File: config.mk
export PLATFORM = sky130hd
export DESIGN_NAME = scalar_ex_issue_buffer
export DESIGN_NICKNAME = d
export VERILOG_FILES = /design/src/rtl/scalar_ex_pkg.sv /design/src/rtl/scalar_ex_issue_buffer.sv
export SDC_FILE = /design/constraint.sdc
export NUM_CORES = 1
export LEC_CHECK = 0
export BUFFER_PORTS_ARGS = -buffer_cell sky130_fd_sc_hd__buf_4
export CORE_MARGIN = 5
export CORE_UTILIZATION = 59
export CTS_BUF_LIST = sky130_fd_sc_hd__clkbuf_2
export CTS_CLUSTER_SIZE = 20
export DETAILED_ROUTE_END_ITERATION = 8
export PLACE_DENSITY = 0.87
export SLEW_MARGIN = 20
export SYNTH_ARGS = -nofsm -noshare
export SYNTH_HDL_FRONTEND = slang
export SYNTH_SLANG_ARGS = --single-unit
export TNS_END_PERCENT = 100
File: constraint.sdc
create_clock -name clk -period 5.3 [get_ports clk]
set_input_delay 1.325 -clock clk [delete_from_list [all_inputs] [get_ports clk]]
set_output_delay 1.325 -clock clk [all_outputs]
set_load 0.03 [all_outputs]
File: src/rtl/scalar_ex_pkg.sv
// Shared types for the scalar Execute-stage issue buffer.
// Holds the op bundle, the buffer state enum and the ALU function codes.
package scalar_ex_pkg;

    localparam int OP_W = 16;
    localparam int RD_W = 4;

    localparam logic [2:0] ALU_ADD = 3'b000;
    localparam logic [2:0] ALU_SUB = 3'b001;
    localparam logic [2:0] ALU_AND = 3'b010;
    localparam logic [2:0] ALU_OR  = 3'b011;
    localparam logic [2:0] ALU_DIV = 3'b100;
    localparam logic [2:0] ALU_CMP = 3'b101;

    typedef struct packed {
        logic [OP_W-1:0] a;
        logic [OP_W-1:0] b;
        logic [2:0]      f;
        logic [RD_W-1:0] rd;
        logic            we;
        logic            divz;
    } scalar_op_t;

    typedef enum logic [1:0] {
        EMPTY = 2'd0,
        ONE   = 2'd1,
        FULL  = 2'd2
    } buf_state_t;

    // Divide-by-zero is resolved at capture so the writeback can be
    // squashed without any logic on the registered output path.
    function automatic scalar_op_t make_op(
        input logic [OP_W-1:0] a,
        input logic [OP_W-1:0] b,
        input logic [2:0]      f,
        input logic [RD_W-1:0] rd,
        input logic            we
    );
        scalar_op_t op;
        op.a    = a;
        op.b    = b;
        op.f    = f;
        op.rd   = rd;
        op.divz = (f == ALU_DIV) && (b == '0);
        op.we   = we & ~op.divz;
        return op;
    endfunction

endpackage

File: src/rtl/scalar_ex_issue_buffer.sv
// Two-entry skid buffer between scalar decode and the scalar ALU.
// Main register drives the ALU; skid register absorbs one stalled op.
module scalar_ex_issue_buffer
    import scalar_ex_pkg::*;
#(
    parameter int N  = OP_W,
    parameter int RW = RD_W
) (
    input  logic          clk,
    input  logic          rst,
    input  logic          flush,
    input  logic          in_valid,
    output logic          in_ready,
    input  logic [N-1:0]  in_a,
    input  logic [N-1:0]  in_b,
    input  logic [2:0]    in_f,
    input  logic [RW-1:0] in_rd,
    input  logic          in_we,
    output logic          out_valid,
    input  logic          out_ready,
    output logic [N-1:0]  out_a,
    output logic [N-1:0]  out_b,
    output logic [2:0]    out_f,
    output logic [RW-1:0] out_rd,
    output logic          out_we,
    output logic          out_divz
);

    buf_state_t state_q;
    buf_state_t state_d;

    scalar_op_t main_q;
    scalar_op_t skid_q;
    scalar_op_t in_op;

    logic in_ready_q;
    logic out_valid_q;
    logic in_fire;
    logic out_fire;
    logic load_main_in;
    logic load_main_skid;
    logic load_skid;

    assign in_fire  = in_valid & in_ready_q;
    assign out_fire = out_valid_q & out_ready;
    assign in_op    = make_op(in_a, in_b, in_f, in_rd, in_we);

    // State register plus the registered handshake flags derived from next state
    always_ff @(posedge clk or posedge rst) begin
        if (rst) begin
            state_q     <= EMPTY;
            in_ready_q  <= 1'b1;
            out_valid_q <= 1'b0;
        end else begin
            state_q     <= state_d;
            in_ready_q  <= (state_d != FULL);
            out_valid_q <= (state_d != EMPTY);
        end
    end

    // Next-state: occupancy tracking, flush always empties
    always_comb begin
        state_d = state_q;
        if (flush) begin
            state_d = EMPTY;
        end else begin
            unique case (state_q)
                EMPTY: if (in_fire) state_d = ONE;
                ONE: begin
                    if (in_fire && !out_fire)
                        state_d = FULL;
                    else if (!in_fire && out_fire)
                        state_d = EMPTY;
                end
                FULL: if (out_fire) state_d = ONE;
                default: state_d = EMPTY;
            endcase
        end
    end

    // Datapath load enables; a flushed cycle loads nothing
    always_comb begin
        load_main_in   = 1'b0;
        load_main_skid = 1'b0;
        load_skid      = 1'b0;
        if (!flush) begin
            unique case (state_q)
                EMPTY: load_main_in = in_fire;
                ONE: begin
                    load_main_in = in_fire & out_fire;
                    load_skid    = in_fire & ~out_fire;
                end
                FULL: load_main_skid = out_fire;
                default: ;
            endcase
        end
    end

    // Payload registers; main holds stable until a load is enabled
    always_ff @(posedge clk or posedge rst) begin
        if (rst) begin
            main_q <= '0;
            skid_q <= '0;
        end else begin
            if (load_main_in)
                main_q <= in_op;
            else if (load_main_skid)
                main_q <= skid_q;
            if (load_skid)
                skid_q <= in_op;
        end
    end

    assign in_ready  = in_ready_q;
    assign out_valid = out_valid_q;
    assign out_a     = main_q.a;
    assign out_b     = main_q.b;
    assign out_f     = main_q.f;
    assign out_rd    = main_q.rd;
    assign out_we    = main_q.we;
    assign out_divz  = main_q.divz;

endmodule
======== Word level (Yosys, flattened, before mapping) ========
Index checks and enable logic that the tools add are counted.
cells by class
  shift-type cells ........................ 0
  reduce and logical (&&, ||, !) cells .... 9
  equal/unequal tests ..................... 4
  add/subtract/negate cells ............... 0
  div/mod/pow operators ................... 0
  $lt $le $gt $ge ......................... 0
  multiplexer cells ....................... 14
  multiply operators ...................... 0
  bitwise gates (word level) .............. 7
operators with widths
  operator                                                         count
  41-bit 2-to-1 mux                                                2
  16-bit zero test                                                 1
  2-bit 2-to-1 mux                                                 5
  2-bit one-hot mux with 3 select lines                            1
  1-bit AND                                                        5
  1-bit 2-to-1 mux                                                 5
  2-bit nonzero test                                               2
  3-bit == test, second input constant                             1
  1-bit logical AND                                                3
  2-bit by 1-bit == test with 1-bit output, second input constant  1
  2-bit == test, second input constant                             1
  1-bit zero test                                                  2
  2-bit zero test                                                  1
  2-bit != test, second input constant                             1
  1-bit NOT                                                        2
  1-bit one-hot mux with 2 select lines                            1
storage, ports and cells
  bits of input ports ..................... 45
  ROM bits ................................ 0
  word-level logic and storage cells ...... 49
  latch bits .............................. 0
  RAM bits ................................ 0
  output and inout port bits .............. 43
  memories kept ........................... 0
  flip-flop bits (word level) ............. 86

======== Depth between registers and ports, before layout ========
Gate-level depths: netlist (run 1).
  depth after elaboration ................. 8
  depth in mapped cells ................... 6
  mapped depth without buffers ............ 4

======== Worst setup path after synthesis (run 1) ========
No wires, ideal clock.
  path type ............................... input to register
  from .................................... input out_ready
  to ...................................... register main_q, in the netlist out_divz
  buffers on the path ..................... 1
  arrival ................................. 2392 ps
  setup slack ............................. 2782 ps
  stages on the path ...................... 5
  cells stage by stage .................... a21boi_1 nor4_4 nor2_1 buf_2 a221o_1
between the ends
  cells in the longest elaborated chain, start to end .. 5
RTL lines
  item                                                     line                           text
  start, declared                                          scalar_ex_issue_buffer.sv:20   input logic out_ready,
  1-bit AND (*)                                            scalar_ex_issue_buffer.sv:45   assign out_fire = out_valid_q & out_ready;
  1-bit AND                                                scalar_ex_issue_buffer.sv:90   load_main_in = in_fire & out_fire;
  1-bit one-hot mux with 2 select lines                    scalar_ex_issue_buffer.sv:87   unique case (state_q)
  1-bit 2-to-1 mux                                         scalar_ex_issue_buffer.sv:86   if (!flush) begin
  41-bit 2-to-1 mux or 2-bit nonzero test (tied branches)  --
  end signal, assigned                                     scalar_ex_issue_buffer.sv:106  main_q <= in_op;
  end signal, assigned                                     scalar_ex_issue_buffer.sv:108  main_q <= skid_q;
  end, declared                                            scalar_ex_issue_buffer.sv:32   scalar_op_t main_q;
Every way passes the cells marked *; elsewhere a longest branch is shown, timed or not.
A chain may end at the register's enable or synchronous reset.

======== Final worst setup path (run 1) ========
Ends and elaborated chain as after synthesis.

==> results of run 1 <==
[power by group]
part	internal, uW	switching (uW)
combinational	347	379
sequential	908	140
clock	57.7	192
[flip-flops by register name, summed over array words and instances (netlist names)]
register / cells
in_ready: 1
out_rd: 4
out_we: 1
out_divz: 1
out_a: 16
skid_q: 41
state_q: 2
out_valid: 1
out_f: 3
out_b: 16
[synth_stat cells]
library cell / count
o22ai_1: 1
a21o_1: 42
a22o_1: 39
buf_2: 6
nand2_1: 4
a21boi_1: 1
mux2_2: 40
a221o_1: 1
nand4_1: 1
nor4_1: 4
dfstp_2: 1
dfrtp_1: 85
nor4b_1: 1
and2_1: 1
nand4b_1: 1
o31ai_1: 1
clkbuf_1: 11
xnor2_1: 1
or2_2: 1
inv_1: 3
nand2b_1: 2
nor3_2: 1
mux2i_1: 1
nor2_1: 2
nor4_4: 1
[path summary, 6_finish.rpt]
check                           startpoint         end  slack (ns)  cells after the start
worst max register to register   out_valid    out_divz        3.08                      5
max in group asynchronous              rst   out_rd[3]        3.41                      3
worst min register to register    out_b[4]    out_b[4]        0.50                      1
worst min-delay path              out_b[4]    out_b[4]        0.50                      1
worst max-delay path             out_ready    out_divz        2.60                      6
min in group asynchronous              rst  skid_q[40]        0.88                      2
[worst max-delay path, stage by stage]
cell and delay [ns]:
buf_4 0.12, a21boi_1 0.27, nor4_4 0.07, buf_4 0.29, nor2_4 0.77, a221o_1 0.28
[cells by family after synthesis]
group / synth area share [%]
flip-flops: 61.2
AO/OA/AOI/OAI: 19.5
multiplexers: 13.1
buffers and inverters: 2.35
AND/OR/NAND/NOR: 3.62
XOR/XNOR: 0.249
[per-stage QoR]
| step | worst slack (ns) | instance area (um2) |
|---|---|---|
| 5_1_grt | 2.53 | 4300 |
| 3_3_place_gp | 2.11 | 4230 |
| 3_5_place_dp | 2.07 | 4230 |
| 6_report | 2.60 | 4300 |
| 2_1_floorplan | 1.75 | 3520 |
| 4_1_cts | 2.61 | 4300 |
[layer usage]
| layer | up-vias | track usage, % | wire (um) |
|---|---|---|---|
| li1 | 1101 | - | - |
| met1 | 1181 | 27.4 | 2940 |
| met2 | 73 | 31.7 | 3600 |
| met3 | 9 | 3.03 | 413 |
| met4 | 0 | 8.37 | 113 |
| met5 | - | 0 | 0 |
[cell usage in the layout, fill, tap and decap left out, drive strengths merged]
cell type,Yosys,routed
nand4b,1,1
nand4,1,1
xnor2,1,1
nor4b,1,1
mux2i,1,1
inv,3,2
o31ai,1,1
nand2b,2,2
a22o,39,39
o22ai,1,1
dfrtp,85,85
nor4,5,5
a221o,1,1
mux2,40,40
nor2,2,2
and2,1,1
clkbuf,11,11
buf,6,90
a21boi,1,1
a21o,42,42
nor3,1,1
dfstp,1,1
or2,1,1
clkinv,0,5
nand2,4,4
[area by class of cell]
class                   count  area share, %
clock buffers              11           1.28
clock inverters             4          0.349
inverters                   3          0.291
multi-input cells         146           30.2
flip-flops and latches     86           50.0
well taps                  75           2.18
repair buffers             90           15.7
==> metrics list, run 1 <==
- Power density over the cells: roughly 470 nW/um2
- Setup crit start kind: input port
- For the pin with the worst max-slew slack, the measured transition is between 1 and 1.5 ns.
- Peak supply drop: 0.000273 V
- Total Nets Final: 381
- Fin Hold WS: 0.503 ns
- Number of cells in the design after placement: 400
- Count of state elements after synthesis: 86
* Post-layout minimum cycle time: 2.70 ns
- Cells with a size suffix above 1 make up 43.2% of the layout.
- Area of the placeable core: approximately 5900 um2
- H-Tree Level Count: 3
- Drt wl/cell: 17.0 um
- The count of nets left with antenna violations once routing finished came out at 0.
* Global-route wire length before repair: 11600 um
- The number of nets in the synthesized netlist is slightly below 300.
- Number of max-slew violations in the final report: 0
- After clock tree synthesis, the flow added hold-fix buffers numbering 0.
- Total routed wirelength: 7060 um
- For this design the static power due to leakage is 0.00227 uW.
- The worst pin sits at a relative slew slack of 33.1%.
- Total Power: roughly 2000 uW
* WP data arrival: roughly 3.1 ns
- Of the synthesized area, sequential elements account for 61.2%.
* Critical path endpoint category: flip-flop
- Resize count post-CTS: 0
- In this run the vertical extent of the chip is 87.3 um.
* Outcome: completed
- Number of buffers inserted during clock tree synthesis: 9
- The later pin in the worst-skew pair is clocked with a latency of 0.48 ns.
- Setup repair after global routing left no endpoint under its margin.
- Final Instance Count excl. Fillers: 415
- The clock net in this run drives a total of 86 sinks.
* Number of DRC markers after the initial detailed-route iteration: 120
- Buffers from clock root to sink, at most: 2
* Layout area overhead: 22.2%
- Overall overflow remaining after global route: 0
- In the final layout, the multi-input gates occupy 1300 um2.
* Mapped cell area: 3520 um2
- At the end of routability-driven placement, the weighted congestion stood at roughly 0.85.
- Setup Skew: 0.0212 ns
- Clock root buffer: clkbuf_2
* Max cap viols: 0
- Count of standard-cell rows: 28
* Worst EP required: 5.74 ns
- Share of the core filled with cells in the final layout: about three quarters
- Area share of the leading cell type in the synthesized netlist: between 60% and 70%
- A synthesized cell averages 14.0 um2.
- Hold/Removal Path Class: reg2reg
* Biggest area contributors in the synthesized netlist: dfrtp_1 (60%), mux2_2 (13%), a22o_1 (9.7%)
- Input and output buffers added on the ports amount to 87.
- TritonCTS built the clock tree.
* Yosys warnings: 0
* Part of the cycle the worst path needs: 50.9%
- Number of optimization iterations in the first detailed-route pass: 4
* Setup TNS: 0 ns
- After detailed routing, the number of remaining DRC violations is 0.
* Area taken by flip-flops and latches: 2150 um2
- After legalization and detailed placement, the total HPWL measured 4870 um.
* Startpoint-to-endpoint class of the critical path: in2reg
- Entering global routing, the biggest net connects 47 pins.
- The cell count after synthesis came out at 252.
* Number of antenna violations at the first check in global routing: 0
- Starting Density: 60.2%
* Endpoints failing hold: 0
- Count of antenna diodes in the layout: 0
- Number of distinct library cells after synthesis: 25
- Clock-pin slew on the worst setup and hold paths: approximately 0.19 ns
- Biggest area consumer among synthesized cells: dfrtp_1
* Setup violators final: 0
* Overall track demand over capacity in global routing: 19.9%
- Fmax: 0.370 GHz
- Ports: 88
* Total setup buffers inserted after CTS: 0
- Number of global-route vias before repair: 2441
* Vias: around 2400
- The die covers about 7600 um2.
- Of all nets on the critical path, the largest fanout is 43.
- The floorplan step set the die width to 87.3 um.
- The filler cells instantiated in the layout total 404.
- Using the TritonRoute via totals, the vias-per-cell ratio works out to 5.70.
Power figures use the tool's default switching activity.
==> inputs of run 2 (changes only) <==
--- a/config.mk
+++ b/config.mk
@@ -7,11 +7,11 @@
 export LEC_CHECK = 0
 export BUFFER_PORTS_ARGS = -buffer_cell sky130_fd_sc_hd__buf_4
 export CORE_MARGIN = 5
-export CORE_UTILIZATION = 59
+export CORE_UTILIZATION = 55
 export CTS_BUF_LIST = sky130_fd_sc_hd__clkbuf_2
 export CTS_CLUSTER_SIZE = 20
 export DETAILED_ROUTE_END_ITERATION = 8
-export PLACE_DENSITY = 0.87
+export PLACE_DENSITY = 0.82
 export SLEW_MARGIN = 20
 export SYNTH_ARGS = -nofsm -noshare
 export SYNTH_HDL_FRONTEND = slang
==> constraint.sdc (replaced) <==
create_clock -name clk -period 2.75 [get_ports clk]
set_input_delay 0.6875 -clock clk [delete_from_list [all_inputs] [get_ports clk]]
set_output_delay 0.6875 -clock clk [all_outputs]
set_load 0.03 [all_outputs]
==> run 2 against run 1 <==
Net effect:
- register-to-register slack got worse by 2.3 ns
- highest routed layer unchanged
- combinational power rose by 94%
- first-iteration DRC count fell by 33%
- critical endpoint is now skid_q[13]
- sequential power rose by 92%
- hold slack got worse by 0.27 ns
- core utilization fell by 3.6 points
- sequential cell count did not move
==> metrics list, run 2 (synthesis gave the netlist of run 1 again) <==
* Most common cell after layout, fill and taps aside: buf_4
- H-Tree Level Count: 3
* Clock tree from TritonCTS: built
* Overall track demand over capacity in global routing: 19.1%
* Critical-path maximum fanout: 42
* Startpoint-to-endpoint class of the critical path: reg2reg
* Actual transition at the worst max-transition pin: a little under 1 ns
- Buffers inserted to repair hold after CTS numbered 0.
* Largest net degree at the start of global routing: 43
- After global routing the overflow that remains totals 0.
- Number of antenna violations at the first check in global routing: 0
- Width of the die: 90.0 um
- The repair_antennas step left the layout with diodes totalling 0.
- Drt wl/cell: 17.7 um
- The clock arrives with 0.0427 ns of skew.
- The number of pins with negative max-slew slack in the final report came to 0.
* Fraction of layout instances using a drive strength above 1: between 40% and 50%
- Buffers from clock root to sink, at most: 2
- The via count of the first global-routing pass was 2632.
* Vias: 2394
- Total DRC errors in the routed layout: 0
- Quantity of I/O buffers inserted on ports: 87
* Resize count post-CTS: 0
* Total Die Area: 8100 um2
- Post-Place Cell Area: 4270 um2
* Total setup buffers inserted after CTS: 0
* Number of antenna-violating nets in the routed design: 0
- WP data arrival: around 2.3 ns
- More flip-flops sit in one register than any other, and that register is skid_q.
- Critical path endpoint category: flip-flop
- CTS saw 86 sinks.
- Max reg flops: between 40 and 50
- Area taken by flip-flops and latches: 2150 um2
- Total routed wirelength: 7440 um
- Commonest cells after routing, fill and taps aside: buf_4 (92), dfrtp_1 (85), a21o_1 (42), mux2_2 (40), a22o_1 (39)
- Peak supply drop: 0.000603 V
- Pin placement for this block handled 88 I/O pins.
- Layout area overhead: 24.8%
- Final GP Congestion: 0.844
- Hold/Removal Path Class: in2async
- The run finished with clean final reports.
- Post-layout minimum cycle time: 1.94 ns
* Die height: 90.0 um
* Post-Place Setup Slack: 0.504 ns
* Max cap viols: 0
* Worst EP required: 3.13 ns
* Share of the core filled with cells in the final layout: a little over two thirds
* Per-cell via count in the routed design: approximately 5.7
- After the last flow step, the layout net total stands at 384.
- Number of optimization iterations in the first detailed-route pass: 4
- Worst-case headroom to the max-slew limit: 33.9%
- For this run, the top clock speed supported by timing is 0.516 GHz.
* Part of the cycle the worst path needs: 70.5%
* Layout Cell Area excl Fill: 4390 um2
- Setup total negative slack on the finished layout was measured at 0 ns.
- Clock-pin slew on the worst setup and hold paths: between 0.2 and 0.25 ns
- The analysis attributes to cell leakage a power of 0.00231 uW.
- The first global-routing pass estimated between 10000 and 15000 um of wire.
- Setup crit start kind: flip-flop
- At the later pin of the worst-skew pair, clock insertion delay measures 0.50 ns.
* Setup violators final: 0
* RSZ-0062 raised after global routing: no
* Worst reg2reg path startpoint: state_q[1]
* Starting Density: 56.1%
* Number of fill cells: 488
- Area used by multi-input combinational logic: ~1300 um2
* Power density over the cells: slightly above 900 nW/um2
* Number of buffers inserted during clock tree synthesis: 9
- Clock root buffer: clkbuf_2
- The final-report hold violation count was 0.
- Number of DRC markers after the initial detailed-route iteration: approximately 80
* Total Power: 4070 uW
- Detailed placement finished with a half-perimeter wire length of 5030 um.
- Row generation in the floorplan step produced 29 rows.
* Final setup margin: roughly 0.81 ns
- After floorplanning, the core was sized to cover 6280 um2.
- Launching element of the worst setup path: state_q[1]
==> run 2: cell types whose count changed in the layout (fill, tap and decap cells not counted) <==
cell        change
clkinv_1        -4
buf_4           +2
clkbuf_2        -2
clkinv_4        +2
clkinvlp_4      +2
buf_12          +1
bufinv_16       +1
clkinv_2        +1
inv_6           +1
==> run 2: worst paths after layout <==
kind,end,slack (ns),cells after the start
worst max-delay path,skid_q[13],0.81,3
worst min-delay path,out_b[4],0.24,2
worst max register to register,skid_q[13],0.81,3
worst min register to register,out_a[11],0.51,1
max in group asynchronous,in_ready,1.77,3
min in group clk,skid_q[27],0.40,2
==> run 2: final cells by class <==
type / count / share of cell area, %
Clock inverter: 7 / 1.68
Clock buffer: 9 / 1.03
Inverter: 3 / 0.342
Multi-Input combinational cell: 146 / 29.6
Sequential cell: 86 / 49.0
Tap cell: 77 / 2.19
Timing Repair Buffer: 93 / 16.2
==> run 2: per-stage QoR <==
step / std cells / hold slack (ns)
2_1_floorplan: 252 / 0.448
3_3_place_gp: 405 / 0.460
3_5_place_dp: 405 / 0.466
4_1_cts: 421 / 0.223
5_1_grt: 421 / 0.215
6_report: 421 / 0.236
==> run 2: power by group <==
group	leakage [uW]	switching [uW]	internal [uW]	total [uW]
Sequential	0.00105	265	1750	2020
Clock	0.0000723	430	214	644
Combinational	0.00118	733	673	1410
==> run 2: metal layers <==
layer | GRT usage (%) | wire length [um]
met1 | 27.4 | 3460
met2 | 29.0 | 3570
met5 | 0 | 0
met4 | 6.45 | 79
met3 | 4.17 | 328
==> run 2: critical path: stages, from the launching register on <==
cell and delay [ns]:
dfrtp_1 0.47, nand4b_1 0.16, or2_2 0.78, mux2_2 0.42
